`src/rtl/stream_extremum_finder_if.sv`:
```
// Sample-in / result-out handshake bundle for stream_extremum_finder.
// Optional signed_cmp wire exists only with STREAM_EXTREMUM_SIGNED_EN.
interface stream_extremum_finder_if #(
  parameter int WIDTH     = 4,
  parameter int FRAME_LEN = 8
);
  localparam int IDX_W =
    (FRAME_LEN > 1) ? $clog2(FRAME_LEN) : 1;
  localparam int CNT_W = $clog2(FRAME_LEN + 1);

  logic             mode;
`ifdef STREAM_EXTREMUM_SIGNED_EN
  logic             signed_cmp;
`endif
  logic             in_valid;
  logic             in_ready;
  logic [WIDTH-1:0] in_data;
  logic             in_last;
  logic             out_valid;
  logic             out_ready;
  logic [WIDTH-1:0] out_value;
  logic [IDX_W-1:0] out_index;
  logic [CNT_W-1:0] out_count;

  modport slave (
`ifdef STREAM_EXTREMUM_SIGNED_EN
    input  signed_cmp,
`endif
    input  mode,
    input  in_valid,
    output in_ready,
    input  in_data,
    input  in_last,
    output out_valid,
    input  out_ready,
    output out_value,
    output out_index,
    output out_count
  );

  modport master (
`ifdef STREAM_EXTREMUM_SIGNED_EN
    output signed_cmp,
`endif
    output mode,
    output in_valid,
    input  in_ready,
    output in_data,
    output in_last,
    input  out_valid,
    output out_ready,
    input  out_value,
    input  out_index,
    input  out_count
  );
endinterface

```
`src/rtl/stream_extremum_finder.sv`:
```
// Framed running max/min tracker with registered result handshake.
// Macro STREAM_EXTREMUM_SIGNED_EN adds two's-complement comparison.
module stream_extremum_finder #(
  parameter int WIDTH     = 4,
  parameter int FRAME_LEN = 8
) (
  input logic clk,
  input logic rst,
  stream_extremum_finder_if.slave bus
);
  localparam int IDX_W =
    (FRAME_LEN > 1) ? $clog2(FRAME_LEN) : 1;
  localparam int CNT_W = $clog2(FRAME_LEN + 1);
  localparam logic ONE_SHOT = (FRAME_LEN == 1);
  localparam logic [CNT_W-1:0] CNT_MAX =
    CNT_W'(FRAME_LEN);
  localparam logic [CNT_W-1:0] CNT_ONE =
    CNT_W'(1);

  localparam logic [1:0] S_IDLE  = 2'b00;
  localparam logic [1:0] S_ACCUM = 2'b01;
  localparam logic [1:0] S_HOLD  = 2'b10;

  logic [1:0]       state_q, state_d;
  logic [WIDTH-1:0] best_q, best_d;
  logic [IDX_W-1:0] idx_q, idx_d;
  logic [CNT_W-1:0] cnt_q, cnt_d;
  logic             mode_q, mode_d;
  logic             sgn_q, sgn_d;
  logic             in_ready_q, in_ready_d;
  logic             out_valid_q, out_valid_d;
  logic [WIDTH-1:0] oval_q, oval_d;
  logic [IDX_W-1:0] oidx_q, oidx_d;
  logic [CNT_W-1:0] ocnt_q, ocnt_d;

  logic             sc_in;
  logic             in_acc;
  logic             out_acc;
  logic             close;
  logic             wins;

`ifdef STREAM_EXTREMUM_SIGNED_EN
  assign sc_in = bus.signed_cmp;
`else
  assign sc_in = 1'b0;
`endif

  assign in_acc  = bus.in_valid & in_ready_q;
  assign out_acc = out_valid_q & bus.out_ready;

  // strict win only, so ties keep the earlier index
  function automatic logic beats(
    input logic [WIDTH-1:0] a,
    input logic [WIDTH-1:0] b,
    input logic             mn,
    input logic             sg
  );
    logic gt;
    logic lt;
    if (sg) begin
      gt = $signed(a) > $signed(b);
      lt = $signed(a) < $signed(b);
    end else begin
      gt = a > b;
      lt = a < b;
    end
    return mn ? lt : gt;
  endfunction

  assign wins = beats(bus.in_data, best_q,
                      mode_q, sgn_q);

  // frame sequencing and running-extremum update
  always_comb begin
    state_d = state_q;
    best_d  = best_q;
    idx_d   = idx_q;
    cnt_d   = cnt_q;
    mode_d  = mode_q;
    sgn_d   = sgn_q;
    close   = 1'b0;
    unique case (1'b1)
      (state_q == S_IDLE): begin
        if (in_acc) begin
          best_d = bus.in_data;
          idx_d  = '0;
          cnt_d  = CNT_ONE;
          mode_d = bus.mode;
          sgn_d  = sc_in;
          close  = bus.in_last | ONE_SHOT;
          state_d = close ? S_HOLD : S_ACCUM;
        end
      end
      (state_q == S_ACCUM): begin
        if (in_acc) begin
          if (wins) begin
            best_d = bus.in_data;
            idx_d  = cnt_q[IDX_W-1:0];
          end
          cnt_d = cnt_q + CNT_ONE;
          close = bus.in_last |
                  (cnt_d == CNT_MAX);
          state_d = close ? S_HOLD : S_ACCUM;
        end
      end
      (state_q == S_HOLD): begin
        if (out_acc) begin
          state_d = S_IDLE;
        end
      end
      default: begin
        state_d = S_IDLE;
      end
    endcase
  end

  // result snapshot taken only as a frame closes
  always_comb begin
    oval_d = oval_q;
    oidx_d = oidx_q;
    ocnt_d = ocnt_q;
    if (close) begin
      oval_d = best_d;
      oidx_d = idx_d;
      ocnt_d = cnt_d;
    end
  end

  // handshake flags follow the next state
  always_comb begin
    in_ready_d  = (state_d != S_HOLD);
    out_valid_d = (state_d == S_HOLD);
  end

  // state and datapath registers
  always_ff @(posedge clk) begin
    if (rst) begin
      state_q     <= S_IDLE;
      best_q      <= '0;
      idx_q       <= '0;
      cnt_q       <= '0;
      mode_q      <= 1'b0;
      sgn_q       <= 1'b0;
      in_ready_q  <= 1'b0;
      out_valid_q <= 1'b0;
      oval_q      <= '0;
      oidx_q      <= '0;
      ocnt_q      <= '0;
    end else begin
      state_q     <= state_d;
      best_q      <= best_d;
      idx_q       <= idx_d;
      cnt_q       <= cnt_d;
      mode_q      <= mode_d;
      sgn_q       <= sgn_d;
      in_ready_q  <= in_ready_d;
      out_valid_q <= out_valid_d;
      oval_q      <= oval_d;
      oidx_q      <= oidx_d;
      ocnt_q      <= ocnt_d;
    end
  end

  assign bus.in_ready  = in_ready_q;
  assign bus.out_valid = out_valid_q;
  assign bus.out_value = oval_q;
  assign bus.out_index = oidx_q;
  assign bus.out_count = ocnt_q;

endmodule

```
`src/flat_wrapper.sv`:
```
// flat-port wrapper written by rule: the top's interface ports become plain ports
module stream_extremum_finder_flat 
#(
  parameter int WIDTH     = 4,
  parameter int FRAME_LEN = 8
)
  (clk, rst, bus_mode, bus_in_valid, bus_in_ready, bus_in_data, bus_in_last, bus_out_valid, bus_out_ready, bus_out_value, bus_out_index, bus_out_count);
  stream_extremum_finder_if #(.WIDTH(WIDTH), .FRAME_LEN(FRAME_LEN)) bus_i ();
  input logic clk;
  input logic rst;
  input wire logic [$bits(bus_i.mode)-1:0] bus_mode;
  input wire logic [$bits(bus_i.in_valid)-1:0] bus_in_valid;
  output wire logic [$bits(bus_i.in_ready)-1:0] bus_in_ready;
  input wire logic [$bits(bus_i.in_data)-1:0] bus_in_data;
  input wire logic [$bits(bus_i.in_last)-1:0] bus_in_last;
  output wire logic [$bits(bus_i.out_valid)-1:0] bus_out_valid;
  input wire logic [$bits(bus_i.out_ready)-1:0] bus_out_ready;
  output wire logic [$bits(bus_i.out_value)-1:0] bus_out_value;
  output wire logic [$bits(bus_i.out_index)-1:0] bus_out_index;
  output wire logic [$bits(bus_i.out_count)-1:0] bus_out_count;
  assign bus_i.mode = bus_mode;
  assign bus_i.in_valid = bus_in_valid;
  assign bus_in_ready = bus_i.in_ready;
  assign bus_i.in_data = bus_in_data;
  assign bus_i.in_last = bus_in_last;
  assign bus_out_valid = bus_i.out_valid;
  assign bus_i.out_ready = bus_out_ready;
  assign bus_out_value = bus_i.out_value;
  assign bus_out_index = bus_i.out_index;
  assign bus_out_count = bus_i.out_count;
  stream_extremum_finder #(.WIDTH(WIDTH), .FRAME_LEN(FRAME_LEN)) u_core (.clk(clk), .rst(rst), .bus(bus_i));
endmodule
```
`config.mk`:
```
export PLATFORM = sky130hd
export DESIGN_NAME = stream_extremum_finder_flat
export DESIGN_NICKNAME = d
export VERILOG_FILES = /design/src/rtl/stream_extremum_finder_if.sv /design/src/rtl/stream_extremum_finder.sv /design/src/flat_wrapper.sv
export SDC_FILE = /design/constraint.sdc
export NUM_CORES = 1
export LEC_CHECK = 0
export CAP_MARGIN = 20
export CORE_MARGIN = 2
export CORE_UTILIZATION = 30
export CTS_CLUSTER_SIZE = 40
export DETAILED_ROUTE_END_ITERATION = 10
export GPL_TIMING_DRIVEN = 0
export HOLD_SLACK_MARGIN = 0.1
export PLACE_DENSITY = 0.46
export SLEW_MARGIN = 0
export SYNTH_ARGS = -nofsm -noshare
export SYNTH_HDL_FRONTEND = slang
export SYNTH_SLANG_ARGS = --single-unit
```
`constraint.sdc`:
```
create_clock -name clk -period 2.58 [get_ports clk]
set_clock_uncertainty 0.1 [all_clocks]
set_input_delay 0.516 -clock clk [delete_from_list [all_inputs] [get_ports clk]]
set_output_delay 0.516 -clock clk [all_outputs]
set_load 0.1 [all_outputs]
```
-- After elaboration in Yosys (flattened, before gate mapping)
Index checks and enable logic that the tools add are counted.
- add/sub/neg operators: 1
- $mul: 0
- div/mod/pow operators: 0
- magnitude comparators: 2
- equal/unequal tests: 5
- shift operators: 0
- multiplexer cells: 21
- bitwise operators: 3
- reduce and logical (&&, ||, !) cells: 2
- operators with widths (kind ; count):
    2-to-1 mux 4 bit ; 5
    case mux 4 bit (2 select lines) ; 2
    2-to-1 mux 2 bit ; 5
    2-to-1 mux 3 bit ; 3
    case mux 2 bit (3 select lines) ; 1
    case mux 3 bit (2 select lines) ; 1
    adder 4 x 1 -> 4 bit (second input constant) ; 1
    == test 2 bit (second input constant) ; 2
    == test 4 bit (second input constant) ; 1
    greater-than comparator 4 bit ; 1
    < comparator 4 bit ; 1
    2-to-1 mux 1 bit ; 3
    AND 1 bit ; 2
    == test 2 x 1 -> 1 bit (second input constant) ; 1
    zero test 2 bit ; 1
    inequality test 2 bit (second input constant) ; 1
    case mux 1 bit (2 select lines) ; 1
    AND reduction 2 bit ; 1
    OR 1 bit ; 1
- register bits after elaboration: 27
- bits in latches: 0
- memory bits (writable): 0
- ROM bits: 0
- input bits: 10
- output and inout port bits: 13
- logic and storage cells: 44
- memories: 0

-- Logic depth before layout (Yosys ltp)
Gate-level depths: netlist (run 1).
- depth in word-level cells: 7
- gate-level depth with buffers: 8
- gate-level depth less buffers: 8

-- Least setup slack after synthesis (run 1)
No wires, ideal clock.
- path kind: reg-to-reg
- from: reg u_core.in_ready_q (netlist: u_core.bus.in_ready)
- to: reg u_core.ocnt_q[0] (netlist: u_core.bus.out_count[0])
- library setup time: 128 ps
- data arrival time: 2287 ps
- data required time: 2352 ps
- path slack: 66 ps
- cell stages (with the launch flop): 9
- path buffers: 0
- clock period less this slack: 2514 ps
- path through: dfxtp_1 > nand2_1 > ha_1 > nand2_1 > o21ai_0 > mux2i_1 > nor3_1 > a21o_1 > nor2b_1
- word-level cells in the longest chain between the ends: 3
- elaborated cells between the ends (all ways): 7
- classes of those cells: mux (6); bitwise (1)
- RTL lines (item ; line ; text):
    from (decl) ; stream_extremum_finder.sv:30 ; logic in_ready_q, in_ready_d;
    from (signal assigned) ; stream_extremum_finder.sv:156 ; in_ready_q <= in_ready_d;
    AND 1 bit * ; stream_extremum_finder.sv:48 ; assign in_acc = bus.in_valid & in_ready_q;
    2-to-1 mux 4 bit, or another cell as far along ; stream_extremum_finder.sv:95 ; if (in_acc) begin
    case mux 4 bit (2 select lines) or case mux 1 bit (2 select lines) (tied branches) ; stream_extremum_finder.sv:82 ; unique case (1'b1)
    to (signal assigned) ; stream_extremum_finder.sv:160 ; ocnt_q <= ocnt_d;
    to (decl) ; stream_extremum_finder.sv:34 ; logic [CNT_W-1:0] ocnt_q, ocnt_d;
Mark *: on every way between the ends. The rest lies on a longest branch, timed or not.
A chain may end at the register's enable or synchronous reset.

-- Worst setup path in the final report (run 1)
- from: in bus_in_data[3]
- to: reg u_core.oidx_q[0] (netlist: u_core.bus.out_index[0])
- word-level cells in the longest chain between the ends: 5
- elaborated cells between the ends (all ways): 6
- classes of those cells: order compare (2); mux (4)
- RTL lines (item ; line ; text):
    from (decl) ; flat_wrapper.sv:14 ; input wire logic [$bits(bus_i.in_data)-1:0] bus_in_data;
    greater-than comparator 4 bit or < comparator 4 bit (tied branches) ; stream_extremum_finder.sv:64, stream_extremum_finder.sv:65 ;
    2-to-1 mux 1 bit * ; stream_extremum_finder.sv:67 ; return mn ? lt : gt;
    2-to-1 mux 3 bit * ; stream_extremum_finder.sv:96 ; if (wins) begin
    2-to-1 mux 3 bit * ; stream_extremum_finder.sv:95 ;
    case mux 3 bit (2 select lines) * ; stream_extremum_finder.sv:82 ;
    to (signal assigned) ; stream_extremum_finder.sv:159 ; oidx_q <= oidx_d;
    to (decl) ; stream_extremum_finder.sv:33 ; logic [IDX_W-1:0] oidx_q, oidx_d;
Marked as above.

==> results of run 1 <==
[power by group]
part,total [W],internal (W),leakage [nW],switching (W)
Clock,0.000246,0.000108,0.0255,0.000138
Sequential,0.000446,0.000433,0.219,0.0000130
Combinational,0.000203,0.0000663,0.348,0.000137
[timing repair]
item	4_1_cts	5_1_grt
resized for setup	0	4
hold buffers	0	0
setup endpoints to repair	0	6
[metrics by stage]
stage / hold WS (ps) / total power, W / TNS, ps
2_1_floorplan: 373 / 0.000595 / 0
3_3_place_gp: 376 / 0.000652 / -1770
3_5_place_dp: 382 / 0.000655 / -2110
4_1_cts: 402 / 0.000904 / 0
5_1_grt: 423 / 0.000945 / 0
6_report: 402 / 0.000894 / 0
[synthesized netlist by cell type]
master     number  area share
inv_1           5       0.014
o41ai_2         2       0.025
dfxtp_1        27        0.42
mux2_4          1       0.012
a41oi_1         1      0.0067
nand3b_1        5       0.029
ha_1            6       0.058
o21ai_0         4       0.015
mux2i_1         3       0.023
clkbuf_1        4       0.012
nor4b_1         1      0.0067
and3_1          1      0.0048
nor2_2          1      0.0048
o41ai_1         4       0.027
and4_1          1      0.0067
nand2_1         9       0.026
nor2b_1         4       0.019
xnor2_1         1      0.0067
a21o_1          2       0.012
o21a_2          1      0.0067
a211oi_1        9       0.052
a2111oi_1       3       0.023
nor3_1          8       0.031
nand3_1         2      0.0077
nor2_1         21       0.061
a211oi_2        2       0.019
buf_2           2      0.0077
a21oi_1         4       0.015
buf_6           1      0.0087
o21ba_2         1      0.0077
inv_2           1      0.0029
o211ai_2        1      0.0096
nor2b_2         1      0.0067
a2111oi_0       1      0.0067
or2_1           1      0.0048
o31a_1          1      0.0067
[registers in the layout, indices dropped and copies added, names as in the netlist]
register,cells
u_core.cnt_q,4
u_core.bus.out_index,3
u_core.idx_q,3
u_core.bus.out_count,4
u_core.bus.out_value,4
u_core.bus.out_valid,1
u_core.mode_q,1
u_core.best_q,4
u_core.state_q,2
u_core.bus.in_ready,1
[metal layers]
metal / part of all wire / up-vias
met2: 0.49 / 12
met5: 0 / -
met1: 0.49 / 549
li1: - / 573
met3: 0.022 / 2
met4: 0.0054 / 0
[area by class of cell]
class	count	area, sq um
inverter	6	22.5
fill	417	2440
tap	50	62.6
buffer	7	36.3
sequential	27	541
clock buffer	3	41.3
clock inverter	1	5.00
timing repair buffer	22	220
multi-input combinational	102	716
[worst max-delay path: stages]
cell             delay (ps)
clkdlybuf4s50_1         470
ha_1                    370
and4_1                  210
a211oi_2                250
o21a_2                  280
mux2_4                  330
a211oi_2                170
[cell families (layout without fill, tap and decap cells)]
kind of cell	count (synthesis)	after routing	synth area share
AO/OA/AOI/OAI	36	36	0.233
XOR/XNOR	1	1	0.00673
adder cells (fa/ha/maj)	6	6	0.0577
buffers and inverters	13	39	0.0452
flip-flops	27	27	0.415
multiplexers	4	4	0.0346
AND/OR/NAND/NOR	55	55	0.208
[path summary, 6_finish.rpt]
path / start / to / slack, ps / cells past startpoint
worst min-delay path: u_core.bus.out_value[0]$_SDFFE_PP0P_ / u_core.bus.out_value[0]$_SDFFE_PP0P_ / 400 / 2
worst max register to register: u_core.best_q[3]$_SDFF_PP0_ / u_core.bus.out_index[0]$_SDFFE_PP0P_ / 410 / 7
worst min register to register: u_core.bus.out_value[0]$_SDFFE_PP0P_ / u_core.bus.out_value[0]$_SDFFE_PP0P_ / 400 / 2
worst max-delay path: bus_in_data[3] / u_core.bus.out_index[0]$_SDFFE_PP0P_ / 80 / 7
[placed cells by master (no fill, tap or decap), types with 3 or more instances in the layout]
| cell type | netlist | final |
|---|---|---|
| clkbuf_8 | 0 | 3 |
| dfxtp_1 | 27 | 27 |
| o21ai_0 | 4 | 4 |
| nor2_1 | 21 | 20 |
| a211oi_1 | 9 | 9 |
| clkbuf_1 | 4 | 4 |
| clkdlybuf4s50_1 | 0 | 22 |
| inv_1 | 5 | 5 |
| nor2b_1 | 4 | 4 |
| o41ai_1 | 4 | 4 |
| a21oi_1 | 4 | 4 |
| ha_1 | 6 | 6 |
| nand3b_1 | 5 | 5 |
| mux2i_1 | 3 | 3 |
| nor3_1 | 8 | 8 |
| nand2_1 | 9 | 9 |
==> flow_metrics.py, run 1 <==
metrics = {
    "placed_design": {
        "dpl-instance-area_sq_um": 1580,
        "dp_cells": 214,
        "place.detailed.hpwl_mm": 2.36,
        "numPortBuffers": 22,
        "place_congestion": 0.722,
        "dp_slack_ps": -255,
    },
    "clocking": {
        "cts_tree": "yes",
        "clk_pin_slew_worst_paths_ps": 100,
        "clk_latency_ps": 270,
        "cts_buffer_depth": 2,
        "cts_made_buffers": 3,
        "htreeDepth": 1,
        "clockRootBuffer": "clkbuf_8",
        "post_cts_buffers": 0,
        "clock-sinks": 27,
    },
    "floorplanning": {
        "die_y_um": 69.9,
        "pin_count": 23,
        "initial_core_util": 0.318,
        "die-width_um": 69.9,
        "coreArea_sq_um": 4090,
        "num_rows": 23,
        "dieArea_sq_um": 4880,
    },
    "finish": {
        "postLayoutCoreUtil": 0.402,
        "fin_nets": 185,
        "layout-drive-gt1-share": 0.125,
        "final_cell_area_sq_um": 1640,
        "final_cells": 218,
        "areaGrowthSynthToFinish_pct": 26.3,
        "antennaDiodeCount": 0,
    },
    "global_route": {
        "use_met2": 0.223,
        "grt_overflow": 0,
        "grt_use_met1": 0.184,
        "use_met3": 0.0245,
        "track_usage": 0.136,
        "grt_max_degree": 16,
        "busiest_layer": "met2",
        "antenna_found_initial": 0,
        "grt_pass1_wl_mm": 5.46,
        "first_global_vias": 1151,
    },
    "flow_run": {
        "drv_cap": 0,
    },
    "synth": {
        "yosysWarnings": 0,
        "syn_area_sq_um": 1300,
        "yosysUniqueCellTypes": 36,
        "yosysSeqAreaShare": 0.415,
        "synth.ff_latch_count": 27,
        "syn_inst": 142,
        "synth_nets": 158,
        "synth.avg_cell_area_sq_um": 9.16,
    },
    "timing": {
        "relSlewSlack": 0.349,
        "finalCriticalPeriod_ps": 2500,
        "drv_slew": 0,
        "worst_slew_pin_slew_ps": 974,
        "fin_crit_sh": 0.970,
        "rsz0062_at_grt": "true",
        "fin_ws_ps": 77.9,
        "hold_viol_final": 0,
        "max_freq_mhz": 400,
        "setup_viol": 0,
    },
    "run_status": {
        "status": "finished clean",
    },
    "pwr": {
        "leakagePower_nw": 0.592,
        "max-vdd-ir-drop_uv": 214,
        "power_density_nw_per_um2": 544,
    },
    "setup_path": {
        "worst-path-max-fanout": 6,
        "cp-end-kind": "register",
        "required_ps": 2680,
        "critPathKind": "primary input to register",
        "startpoint_type": "primary input",
        "worstPathArrival_ps": 2600,
    },
    "detailed_routing": {
        "avgViaCountPerCell": 5.21,
        "drt_iter0_markers": 41,
        "post_drt_wl_per_cell_um": 14.6,
        "drt-total-wl_mm": 3.17,
        "route.detailed.drc": 0,
        "via_count": 1136,
        "drtAntennaViolNets": 0,
        "first_pass_iters": 4,
    },
    "hold_path": {
        "hold_class": "register to register",
    },
}
(Power assumes the default switching activity.)
==> inputs of run 2 (changes only) <==
GPL_TIMING_DRIVEN = unset   (was 0)
==> flow_metrics.py, run 2 (same netlist as run 1, synthesis figures left out) <==
metrics = {
    "run_status": {
        "status": "finished clean",
    },
    "clocking": {
        "cts_hold_buffers": 0,
        "cts_made_buffers": 3,
        "clockRootBuffer": "clkbuf_8",
        "cts_buffer_depth": 2,
        "clock-sinks": 27,
        "htreeDepth": 1,
        "clk_latency_ps": 270,
        "clk_pin_slew_worst_paths_ps": 90,
        "cts_tree": "yes",
    },
    "pwr": {
        "power_density_nw_per_um2": 526,
        "leakagePower_nw": 0.699,
        "max-vdd-ir-drop_uv": 238,
    },
    "global_route": {
        "grt_pass1_wl_mm": 5.34,
        "antenna_found_initial": 0,
        "track_usage": 0.133,
        "grt_max_degree": 17,
        "first_global_vias": 1183,
        "grt_overflow": 0,
    },
    "setup_path": {
        "cp_common_cell": "buf_4",
        "cp-end-kind": "register",
        "path_cells": "clkdlybuf4s50_1 > ha_1 > nor2b_2 > o211ai_2 > and3_1 > nor2_2 > buf_4 > o41ai_1 > buf_4 > o41ai_2",
        "worst-path-max-fanout": 5,
        "cpPeakStageDelay_ps": 440,
        "startpoint_type": "primary input",
        "slowest_stage": "clkdlybuf4s50_1",
        "required_ps": 2620,
        "crit_buf_inv": 3,
        "critPathKind": "primary input to register",
        "worstPathArrival_ps": 2490,
        "path_delay_family": "buffers and inverters",
    },
    "placed_design": {
        "dpl-instance-area_sq_um": 1670,
        "dp_cells": 228,
        "place.detailed.hpwl_mm": 2.36,
        "place_congestion": 0.829,
        "numPortBuffers": 22,
    },
    "floorplanning": {
        "initial_core_util": 0.318,
        "coreArea_sq_um": 4090,
        "dieArea_sq_um": 4880,
        "die-width_um": 69.9,
        "die_y_um": 69.9,
        "num_rows": 23,
        "pin_count": 23,
    },
    "detailed_routing": {
        "drt_iter0_markers": 52,
        "drt-total-wl_mm": 3.13,
        "avgViaCountPerCell": 5.15,
        "drtAntennaViolNets": 0,
        "first_pass_iters": 4,
        "via_count": 1195,
        "post_drt_wl_per_cell_um": 13.5,
        "route.detailed.drc": 0,
    },
    "finish": {
        "final_common_cell": "buf_4",
        "fin_nets": 199,
        "multi_input_area_sq_um": 711,
        "layout-drive-gt1-share": 0.275,
        "final_cells": 232,
        "final_cell_mix": "buf_4, dfxtp_1, nor2_1",
        "final_cell_area_sq_um": 1730,
        "areaGrowthSynthToFinish_pct": 32.7,
        "antennaDiodeCount": 0,
        "regArea_sq_um": 541,
        "fill_cells": 417,
    },
    "timing": {
        "setup_viol": 0,
        "max_freq_mhz": 408,
        "finalCriticalPeriod_ps": 2450,
        "drv_slew": 0,
        "relSlewSlack": 0.630,
        "hold_viol_final": 0,
        "rsz0062_at_grt": "true",
        "setup_tns_ps": 0,
        "fin_crit_sh": 0.950,
        "worst_slew_pin_slew_ps": 553,
    },
    "hold_path": {
        "hold_class": "register to register",
    },
    "flow_run": {
        "drv_cap": 0,
    },
}
[run 2: worst paths after layout]
kind,from,cells after the start,endpoint,slack (ps)
worst max-delay path,bus_in_data[1],10,u_core.bus.out_index[2]$_SDFFE_PP0P_,130
worst min register to register,u_core.bus.out_count[1]$_SDFFE_PP0P_,2,u_core.bus.out_count[1]$_SDFFE_PP0P_,400
worst min-delay path,u_core.bus.out_count[1]$_SDFFE_PP0P_,2,u_core.bus.out_count[1]$_SDFFE_PP0P_,400
worst max register to register,u_core.best_q[1]$_SDFF_PP0_,10,u_core.bus.out_index[2]$_SDFFE_PP0P_,440
[run 2: worst min-delay path: cells and delay by family, from the launching register on]
family          cells  cell delay [ps]
flops               1              320
simple gates        1               90
compound gates      1               50
[run 2: what timing repair did]
item                                    4_1_cts  5_1_grt
gates resized for setup                       0        3
endpoints found under the setup margin        0        8
buffers inserted                              0        0
[run 2: power by group]
part / total [W] / internal, W / switching (W)
Combinational: 0.000221 / 0.0000834 / 0.000138
Clock: 0.000241 / 0.000111 / 0.000131
Sequential: 0.000446 / 0.000433 / 0.0000130
[run 2: metal layers]
metal,wire [um],global-route usage,share of wire,vias to the layer above
met1,1510,0.182,0.48,574
li1,-,-,-,601
met5,0,0,0,-
met3,78,0.0188,0.025,2
met2,1520,0.219,0.49,18
met4,22,0.0385,0.0070,0
[run 2: layout make-up]
type                       instances  share of cell area
clock buffer                       4              0.0261
inverter                           6              0.0130
multi-input combinational        102               0.412
sequential                        27               0.313
tap                               50              0.0362
timing repair buffer              43               0.200
[run 2: stage by stage]
| stage | hold slack [ps] | setup slack [ps] | utilization | total power [W] |
|---|---|---|---|---|
| global route | 429 | -19.1 | 0.423 | 0.000949 |
| detailed placement | 393 | -195 | 0.409 | 0.000674 |
| global placement | 372 | -157 | 0.409 | 0.000671 |
| CTS | 407 | 92.5 | 0.420 | 0.000918 |
| floorplan | 373 | 65.8 | - | 0.000595 |
| finish | 402 | 129 | 0.423 | 0.000908 |
==> inputs of run 3 (changes only) <==
CORE_MARGIN = unset   (was 2)
SKIP_CTS_REPAIR_TIMING = 1   (was unset)
==> flow_metrics.py, run 3 (same netlist as run 1, synthesis figures left out) <==
metrics = {
    "timing": {
        "finalCriticalPeriod_ps": 2450,
        "setup_viol": 0,
        "max_freq_mhz": 409,
        "fin_crit_sh": 0.949,
        "hold_slack_ps": 393,
        "relSlewSlack": 0.705,
        "worst_slew_pin_slew_ps": 442,
        "hold_viol_final": 0,
        "rsz0062_at_grt": "false",
        "drv_slew": 0,
    },
    "pwr": {
        "p_seq_frac": 0.488,
        "power_w": 0.000912,
        "leakagePower_nw": 0.687,
        "p_clk_frac": 0.272,
        "max-vdd-ir-drop_uv": 273,
        "switching_share": 0.316,
        "p_int_w": 0.000624,
        "power_density_nw_per_um2": 533,
        "p_switching_w": 0.000288,
        "power_frac_comb": 0.240,
    },
    "clocking": {
        "htreeDepth": 1,
        "clk_latency_ps": 270,
        "cts_tree": "yes",
        "clk_pin_slew_worst_paths_ps": 90,
        "cts_made_buffers": 3,
        "cts_buffer_depth": 2,
        "clock-sinks": 27,
        "clockRootBuffer": "clkbuf_8",
    },
    "setup_path": {
        "cp-end-kind": "register",
        "worst-path-max-fanout": 5,
        "worstPathArrival_ps": 2500,
        "required_ps": 2640,
        "critPathKind": "primary input to register",
        "startpoint_type": "primary input",
    },
    "detailed_routing": {
        "post_drt_wl_per_cell_um": 13.1,
        "drt-total-wl_mm": 3.01,
        "via_count": 1167,
        "avgViaCountPerCell": 5.07,
        "first_pass_iters": 4,
        "drtAntennaViolNets": 0,
        "drt_iter0_markers": 48,
        "route.detailed.drc": 0,
    },
    "hold_path": {
        "hold_class": "register to register",
    },
    "floorplanning": {
        "die-width_um": 67.9,
        "dieArea_sq_um": 4600,
        "initial_core_util": 0.318,
        "coreArea_sq_um": 4090,
        "pin_count": 23,
        "die_y_um": 67.9,
        "num_rows": 23,
    },
    "global_route": {
        "grt_max_degree": 33,
        "grt_overflow": 0,
        "first_global_vias": 1075,
        "track_usage": 0.145,
        "antenna_found_initial": 0,
        "grt_pass1_wl_mm": 5.00,
    },
    "finish": {
        "antennaDiodeCount": 0,
        "layout-drive-gt1-share": 0.267,
        "fin_nets": 197,
        "areaGrowthSynthToFinish_pct": 31.4,
        "final_cell_area_sq_um": 1710,
        "final_cell_mix": "buf_4, dfxtp_1, nor2_1",
        "final_common_cell": "buf_4",
        "postLayoutCoreUtil": 0.419,
    },
    "flow_run": {
        "drv_cap": 0,
    },
    "placed_design": {
        "place_congestion": 0.798,
        "numPortBuffers": 22,
        "place.detailed.hpwl_mm": 2.22,
        "dpl-instance-area_sq_um": 1660,
    },
    "run_status": {
        "status": "finished clean",
    },
}
-- run 3: path summary, 6_finish.rpt --
kind | start | cells after the start | to | slack (ps)
worst min-delay path | u_core.bus.out_value[0]$_SDFFE_PP0P_ | 2 | u_core.bus.out_value[0]$_SDFFE_PP0P_ | 390
worst max-delay path | bus_in_data[1] | 10 | u_core.bus.out_index[2]$_SDFFE_PP0P_ | 130
worst max register to register | u_core.best_q[3]$_SDFF_PP0_ | 9 | u_core.bus.out_index[2]$_SDFFE_PP0P_ | 450
worst min register to register | u_core.bus.out_value[0]$_SDFFE_PP0P_ | 2 | u_core.bus.out_value[0]$_SDFFE_PP0P_ | 390
-- run 3: per-layer routing --
layer | global-route usage | up-vias | routed length [um]
met1 | 0.206 | 554 | 1510
met2 | 0.220 | 18 | 1380
met4 | 0.0547 | 0 | 37
met3 | 0.0200 | 4 | 73
li1 | - | 591 | -
met5 | 0 | - | 0
-- run 3: per-stage QoR --
step,std cells,TNS (ps),worst slack (ps)
4_1_cts,230,0,89.4
6_report,230,0,132
3_3_place_gp,226,-1140,-162
3_5_place_dp,226,-1400,-183
2_1_floorplan,142,0,65.8
5_1_grt,230,0,30.2
-- run 3: layout make-up --
type,count,area (sq um)
clock buffer,3,41.3
clock inverter,1,7.51
fill,422,2380
inverter,6,22.5
multi-input combinational,102,706
sequential,27,541
tap,50,62.6
timing repair buffer,41,330
-- run 3: critical path, cell delays in order --
cell and delay, ps:
clkdlybuf4s50_1 440, ha_1 320, nor2b_2 160, o211ai_2 160
and3_1 210, nor2_2 80, buf_4 150, o41ai_1 240
buf_4 180, o41ai_2 50
-- run 3: power by group through the flow --
stage | Combinational, W | Sequential [W] | Clock [W]
floorplan | 0.0000856 | 0.000510 | 0
global placement | 0.000215 | 0.000455 | 0
detailed placement | 0.000217 | 0.000455 | 0
CTS | 0.000219 | 0.000445 | 0.000263
global route | 0.000237 | 0.000448 | 0.000281
finish | 0.000219 | 0.000446 | 0.000248
